`src/rtl/bgr_startup_ctrl_if.sv`:
```
// Signal bundle between the bandgap start-up sequencer and its environment.
// Trim signals are present only when BGR_TRIM_EN is defined.
interface bgr_startup_ctrl_if #(
    parameter int unsigned RW = 2
`ifdef BGR_TRIM_EN
    ,
    parameter int unsigned TRIM_W = 4
`endif
);
    logic          enable;
    logic          vbg_ok;
    logic          porst;
    logic          bgr_ready;
    logic          bgr_fault;
    logic [RW-1:0] retry_cnt;
`ifdef BGR_TRIM_EN
    logic [TRIM_W-1:0] trim_in;
    logic              trim_load;
    logic [TRIM_W-1:0] trim_code;
`endif

    modport master (
        output enable,
        output vbg_ok,
        input  porst,
        input  bgr_ready,
        input  bgr_fault,
        input  retry_cnt
`ifdef BGR_TRIM_EN
        ,
        output trim_in,
        output trim_load,
        input  trim_code
`endif
    );

    modport slave (
        input  enable,
        input  vbg_ok,
        output porst,
        output bgr_ready,
        output bgr_fault,
        output retry_cnt
`ifdef BGR_TRIM_EN
        ,
        input  trim_in,
        input  trim_load,
        output trim_code
`endif
    );
endinterface

```
`src/rtl/bgr_startup_ctrl.sv`:
```
// Bandgap start-up sequencer: kick, settle, debounce vbg_ok, retry, sticky fault.
// Define BGR_TRIM_EN to add the loadable trim register and its re-settle behaviour.
module bgr_startup_ctrl #(
`ifdef BGR_TRIM_EN
    parameter int unsigned TRIM_W        = 4,
    parameter int unsigned TRIM_DEFAULT  = 8,
`endif
    parameter int unsigned KICK_CYCLES   = 16,
    parameter int unsigned SETTLE_CYCLES = 64,
    parameter int unsigned DEBOUNCE      = 4,
    parameter int unsigned CHECK_TIMEOUT = 256,
    parameter int unsigned MAX_RETRIES   = 3
) (
    input logic               clk,
    input logic               rst,
    bgr_startup_ctrl_if.slave bus
);
    localparam int unsigned CntMax0 = (KICK_CYCLES > SETTLE_CYCLES) ? KICK_CYCLES : SETTLE_CYCLES;
    localparam int unsigned CntMax  = (CntMax0 > CHECK_TIMEOUT) ? CntMax0 : CHECK_TIMEOUT;
    localparam int unsigned CW      = $clog2(CntMax + 1);
    localparam int unsigned DW      = $clog2(DEBOUNCE + 1);
    localparam int unsigned RetryW  = (MAX_RETRIES > 0) ? $clog2(MAX_RETRIES + 1) : 1;

    localparam logic [CW-1:0] KickLoad   = CW'(KICK_CYCLES - 1);
    localparam logic [CW-1:0] SettleLoad = CW'(SETTLE_CYCLES - 1);
    localparam logic [CW-1:0] CheckLoad  = CW'(CHECK_TIMEOUT - 1);

    typedef enum logic [2:0] {
        StIdle,
        StKick,
        StSettle,
        StCheck,
        StReady,
        StFault
    } state_e;

    state_e            state_q;
    logic [CW-1:0]     cnt_q;
    logic [DW-1:0]     run_q;
    logic [RetryW-1:0] retry_q;
    logic              porst_q;
    logic              ready_q;
    logic              fault_q;
    logic [1:0]        sync_q;

    logic ok_s;
    logic run_done;
    logic retry_left;
    logic timeout;
    logic lost;
    logic restart;

    always_ff @(posedge clk) begin
        if (rst) begin
            sync_q <= '0;
        end else begin
            sync_q <= {sync_q[0], bus.vbg_ok};
        end
    end

    assign ok_s       = sync_q[1];
    // run_q counts consecutive good samples in CHECK and consecutive bad samples in READY
    assign run_done   = (run_q == DW'(DEBOUNCE - 1));
    assign retry_left = (retry_q < RetryW'(MAX_RETRIES));
    // Qualification on the timeout cycle takes precedence over the timeout
    assign timeout    = (state_q == StCheck) && (cnt_q == '0) && !(ok_s && run_done);
    assign lost       = (state_q == StReady) && !ok_s && run_done;

`ifdef BGR_TRIM_EN
    logic [TRIM_W-1:0] trim_q;

    always_ff @(posedge clk) begin
        if (rst) begin
            trim_q <= TRIM_W'(TRIM_DEFAULT);
        end else if (bus.trim_load) begin
            trim_q <= bus.trim_in;
        end
    end

    assign bus.trim_code = trim_q;
    assign restart = bus.trim_load && ((state_q == StCheck) || (state_q == StReady));
`else
    assign restart = 1'b0;
`endif

    always_ff @(posedge clk) begin
        if (rst) begin
            state_q <= StIdle;
            cnt_q   <= '0;
            run_q   <= '0;
            retry_q <= '0;
            porst_q <= 1'b0;
            ready_q <= 1'b0;
            fault_q <= 1'b0;
        end else if (!bus.enable) begin
            state_q <= StIdle;
            cnt_q   <= '0;
            run_q   <= '0;
            retry_q <= '0;
            porst_q <= 1'b0;
            ready_q <= 1'b0;
            fault_q <= 1'b0;
        end else if (restart) begin
            state_q <= StSettle;
            cnt_q   <= SettleLoad;
            run_q   <= '0;
            ready_q <= 1'b0;
        end else if (timeout || lost) begin
            run_q   <= '0;
            ready_q <= 1'b0;
            if (retry_left) begin
                state_q <= StKick;
                cnt_q   <= KickLoad;
                retry_q <= retry_q + 1'b1;
                porst_q <= 1'b1;
            end else begin
                state_q <= StFault;
                fault_q <= 1'b1;
            end
        end else begin
            case (state_q)
                StIdle: begin
                    state_q <= StKick;
                    cnt_q   <= KickLoad;
                    porst_q <= 1'b1;
                end
                StKick: begin
                    if (cnt_q == '0) begin
                        state_q <= StSettle;
                        cnt_q   <= SettleLoad;
                        porst_q <= 1'b0;
                    end else begin
                        cnt_q <= cnt_q - 1'b1;
                    end
                end
                StSettle: begin
                    if (cnt_q == '0) begin
                        state_q <= StCheck;
                        cnt_q   <= CheckLoad;
                        run_q   <= '0;
                    end else begin
                        cnt_q <= cnt_q - 1'b1;
                    end
                end
                StCheck: begin
                    if (cnt_q != '0) begin
                        cnt_q <= cnt_q - 1'b1;
                    end
                    if (!ok_s) begin
                        run_q <= '0;
                    end else if (run_done) begin
                        state_q <= StReady;
                        run_q   <= '0;
                        ready_q <= 1'b1;
                    end else begin
                        run_q <= run_q + 1'b1;
                    end
                end
                StReady: begin
                    if (ok_s) begin
                        run_q <= '0;
                    end else begin
                        run_q <= run_q + 1'b1;
                    end
                end
                StFault: begin
                    porst_q <= 1'b0;
                    ready_q <= 1'b0;
                    fault_q <= 1'b1;
                end
                default: begin
                    state_q <= StIdle;
                end
            endcase
        end
    end

    assign bus.porst     = porst_q;
    assign bus.bgr_ready = ready_q;
    assign bus.bgr_fault = fault_q;
    assign bus.retry_cnt = retry_q;
endmodule

```
`src/flat_wrapper.sv`:
```
// flat-port wrapper written by rule: the top's interface ports become plain ports
module bgr_startup_ctrl_flat 
#(

    parameter int unsigned KICK_CYCLES   = 16,
    parameter int unsigned SETTLE_CYCLES = 64,
    parameter int unsigned DEBOUNCE      = 4,
    parameter int unsigned CHECK_TIMEOUT = 256,
    parameter int unsigned MAX_RETRIES   = 3
)
  (clk, rst, bus_enable, bus_vbg_ok, bus_porst, bus_bgr_ready, bus_bgr_fault, bus_retry_cnt);
  bgr_startup_ctrl_if #(.RW(2)) bus_i ();
  input logic clk;
  input logic rst;
  input wire logic [$bits(bus_i.enable)-1:0] bus_enable;
  input wire logic [$bits(bus_i.vbg_ok)-1:0] bus_vbg_ok;
  output wire logic [$bits(bus_i.porst)-1:0] bus_porst;
  output wire logic [$bits(bus_i.bgr_ready)-1:0] bus_bgr_ready;
  output wire logic [$bits(bus_i.bgr_fault)-1:0] bus_bgr_fault;
  output wire logic [$bits(bus_i.retry_cnt)-1:0] bus_retry_cnt;
  assign bus_i.enable = bus_enable;
  assign bus_i.vbg_ok = bus_vbg_ok;
  assign bus_porst = bus_i.porst;
  assign bus_bgr_ready = bus_i.bgr_ready;
  assign bus_bgr_fault = bus_i.bgr_fault;
  assign bus_retry_cnt = bus_i.retry_cnt;
  bgr_startup_ctrl #(.KICK_CYCLES(KICK_CYCLES), .SETTLE_CYCLES(SETTLE_CYCLES), .DEBOUNCE(DEBOUNCE), .CHECK_TIMEOUT(CHECK_TIMEOUT), .MAX_RETRIES(MAX_RETRIES)) u_core (.clk(clk), .rst(rst), .bus(bus_i));
endmodule
```
`config.mk`:
```
export PLATFORM = sky130hd
export DESIGN_NAME = bgr_startup_ctrl_flat
export DESIGN_NICKNAME = d
export VERILOG_FILES = /design/src/rtl/bgr_startup_ctrl_if.sv /design/src/rtl/bgr_startup_ctrl.sv /design/src/flat_wrapper.sv
export SDC_FILE = /design/constraint.sdc
export NUM_CORES = 1
export LEC_CHECK = 0
export BUFFER_PORTS_ARGS = -buffer_cell sky130_fd_sc_hd__buf_2
export CORE_MARGIN = 10
export CORE_UTILIZATION = 35
export CTS_BUF_LIST = sky130_fd_sc_hd__clkbuf_8
export DETAILED_ROUTE_END_ITERATION = 7
export PLACE_DENSITY_LB_ADDON = 0.05
export SYNTH_ARGS = -nofsm -noshare
export SYNTH_HDL_FRONTEND = slang
export SYNTH_SLANG_ARGS = --single-unit
```
`constraint.sdc`:
```
create_clock -name clk -period 4.1 [get_ports clk]
set_clock_uncertainty 0.2 [all_clocks]
set_input_delay 0.41 -clock clk [delete_from_list [all_inputs] [get_ports clk]]
set_output_delay 0.41 -clock clk [all_outputs]
set_load 0.02 [all_outputs]
```
==> summary.md <==
| Metric | Value |
|---|---|
| Status | `finished clean` |
| Yosys top cell by area | `dfxtp_1` |
| Adder-Cell Fraction of Synth Area | `4.78%` |
| CP max FO | `5` |
| CTS Hold Bufs | `0` |
| Final wirelength | `3.05 mm` |
| Ys flop type | `dfxtp_1` |
| Post-synth ARST share | `0%` |
| Final setup TNS | `0 ps` |
| Clock Pin Slew Worst Setup and Hold Paths | `80 ps` |
| Max Root-Sink Buffers | `2` |
| Initial antenna violation count | `0` |
| RSZ-0062 raised after global routing | `false` |
| Leakage | `0.000504 uW` |
| P&R area growth vs syn | `8.42%` |
| N_diodes | `0` |
| Core area | `3630 sq um` |
| DRT Pass-1 Iters | `4` |
| Postcts setup bufs | `0` |
| Die Y-Extent | `81.1 um` |
| Total track usage | `10.1%` |
| Syn_area_per_cell | `8.12 sq um` |
| Crit Path Category | `flip-flop to flip-flop` |
| Largest net degree at the start of global routing | `20` |
| Initial Util | `36.0%` |
| Hold WC Path Type | `input port to flip-flop` |
| Final worst path period share | `57.5%` |
| # IOs | `9` |
| Syn Nets | `170` |
| Critical Path Sink Type | `flip-flop` |
| Number of global-route vias before repair | `1130` |
| DIE AREA | `6580 sq um` |
| Sequential fraction of the synthesis area | `33.7%` |
| Clock Latency Late Sink | `260 ps` |
| Via count | `1173` |
| Post-synth cell types | `48` |
| Maximum vdd drop | `144 uV` |
| CTS tree | `done` |
| Slew margin rel. | `60.5%` |
| Largest family of logic cells by synthesized area | `simple AND/OR/NAND/NOR gates` |
| CTS HTree Levels | `1` |
| Final min period | `2360 ps` |
| Port-buffer cells | `8` |
| CP required | `4060 ps` |
| Finish-stage setup viols | `0` |
| First-pass GRT wire length | `5.37 mm` |
| Max-slew violations | `0` |
| Drt drc | `0` |
| Layout Cells excl Fill | `213` |
| Number of CTS-inserted buffers | `3` |
| Mux cell area share after synthesis | `0.766%` |
| Flops & latches, synth | `22` |
| 1st-iter DRT viols | `102` |
| Final ANT Viol Nets | `0` |
| CP arrival | `2320 ps` |
| Drt via density | `5.51` |
| Fmax | `424 MHz` |
| Grt ovf | `0` |
| HPWL Detailed | `2.26 mm` |
| Routed length per instance | `14.3 um` |
| Yosys top cell area share | `33.7%` |
| Power density cells | `293 nW/um^2` |
| Synth top area cells | `dfxtp_1 (34%), nor2_1 (5.7%), ha_1 (4.8%)` |
| XOR/XNOR Fraction of Synth Area | `0.670%` |
| Final Hold Fails | `0` |
| GPL Wtd Cong | `0.817` |
| Synth Area in Simple Gates | `30.5%` |
| Synth Instances | `161` |
| Number of max-cap violations | `0` |
| Nets | `176` |
| Share of layout cells above drive strength 1 | `13.9%` |
| Worst-Margin Slew | `592 ps` |
| # rows | `22` |
| PostCTS Resize Cnt | `0` |
| CTS Sinks | `22` |
| Die X | `81.1 um` |
| Synth Area in Compound Gates | `25.5%` |
| EDFF count, synth | `0` |
| Placed insts | `210` |
| Clock root cell | `clkbuf_8` |
| Yosys Warn Count | `0` |
| Startpoint types | `flip-flop` |
| Cell area after synthesis | `1310 sq um` |
logic make-up (layout without fill, tap and decap cells):
group | Yosys count | count (layout)
muxes | 1 | 1
xor gates and xnor gates | 1 | 1
adders and majority gates | 5 | 5
AOI/OAI and AO/OA | 49 | 49
DFF | 22 | 22
and+or+nand+nor | 70 | 70
buffers and inverters | 13 | 17
state kept, by name, indices dropped and copies added (netlist names):
name / count
u_core.run_q: 3
u_core.cnt_q: 9
u_core.bus.retry_cnt: 2
u_core.state_q: 3
u_core.bus.bgr_ready: 1
u_core.bus.porst: 1
u_core.bus.bgr_fault: 1
u_core.sync_q: 2
path summary, 6_finish.rpt:
kind                                        from                to  slack [ps]  cells after the start
worst max register to register   u_core.run_q[0]   u_core.cnt_q[7]        1740                      7
worst min-delay path                         rst  u_core.sync_q[1]         150                      2
worst min register to register  u_core.sync_q[0]  u_core.sync_q[1]         250                      1
worst max-delay path             u_core.run_q[0]   u_core.cnt_q[7]        1740                      7
critical path: stages, from the launching register on:
cell and delay [ps]:
dfxtp_1 350, ha_1 180, ha_1 240, nand2b_1 90, o41ai_1 420, o21ai_0 310
and3_1 250, a31o_2 210
stage by stage:
step | total power [uW] | area, sq um | setup WS (ps) | hold WS [ps] | utilization, %
CTS | 425 | 1420 | 1690 | 129 | 39.0
floorplan | 275 | 1310 | 2060 | 214 | -
global placement | 286 | 1380 | 1680 | 233 | 37.9
detailed placement | 287 | 1380 | 1730 | 236 | 37.9
finish | 416 | 1420 | 1740 | 145 | 39.0
global route | 442 | 1420 | 1440 | 136 | 39.0
where the power goes:
part / switching [uW] / total (uW) / internal (uW)
Combinational: 29.7 / 52.1 / 22.4
Sequential: 9.82 / 229 / 219
Clock: 68.6 / 134 / 65.6
Total: 108 / 416 / 307
placed cells by master (no fill, tap or decap), types with 2 or more instances in the layout:
master,n
a21oi_1,12
nand2_1,12
inv_1,6
ha_1,5
o22ai_1,2
clkbuf_8,3
and3_1,3
or2_2,2
nand2b_1,6
nor2b_1,6
nor3_1,2
a211oi_1,3
or4b_2,2
and2_1,2
a311oi_1,2
nand3_1,6
a31oi_1,4
dfxtp_1,22
o21ai_0,11
buf_2,8
nor2_1,20
cell usage after synthesis, drive strengths merged (2+ instances only):
cell type / count
a211oi: 3
a21oi: 12
a311oi: 2
a31o: 2
a31oi: 4
and2: 2
and3: 4
buf: 2
clkbuf: 5
dfxtp: 22
ha: 5
inv: 6
nand2: 12
nand2b: 6
nand3: 6
nor2: 20
nor2b: 6
nor3: 2
nor4: 2
o21a: 2
o21ai: 11
o22ai: 2
or2: 2
or4b: 3
per-layer routing:
| layer | global-route usage [%] | wire length [um] | up-vias | share of wire [%] |
|---|---|---|---|---|
| met5 | 0 | 0 | - | 0 |
| met4 | 2.25 | 25 | 0 | 0.82 |
| met3 | 2.98 | 105 | 4 | 3.4 |
| met2 | 17.3 | 1570 | 22 | 51 |
| met1 | 12.2 | 1350 | 552 | 44 |
| li1 | - | - | 595 | - |
area by class of cell:
| class | count | area [sq um] |
|---|---|---|
| clock buffers | 3 | 41.3 |
| flip-flops and latches | 22 | 440 |
| well taps | 48 | 60.1 |
| inverters | 6 | 22.5 |
| multi-input cells | 126 | 813 |
| fillers | 391 | 2220 |
| repair buffers | 8 | 40.0 |
Note: power is estimated with default switching activity, not from simulation.
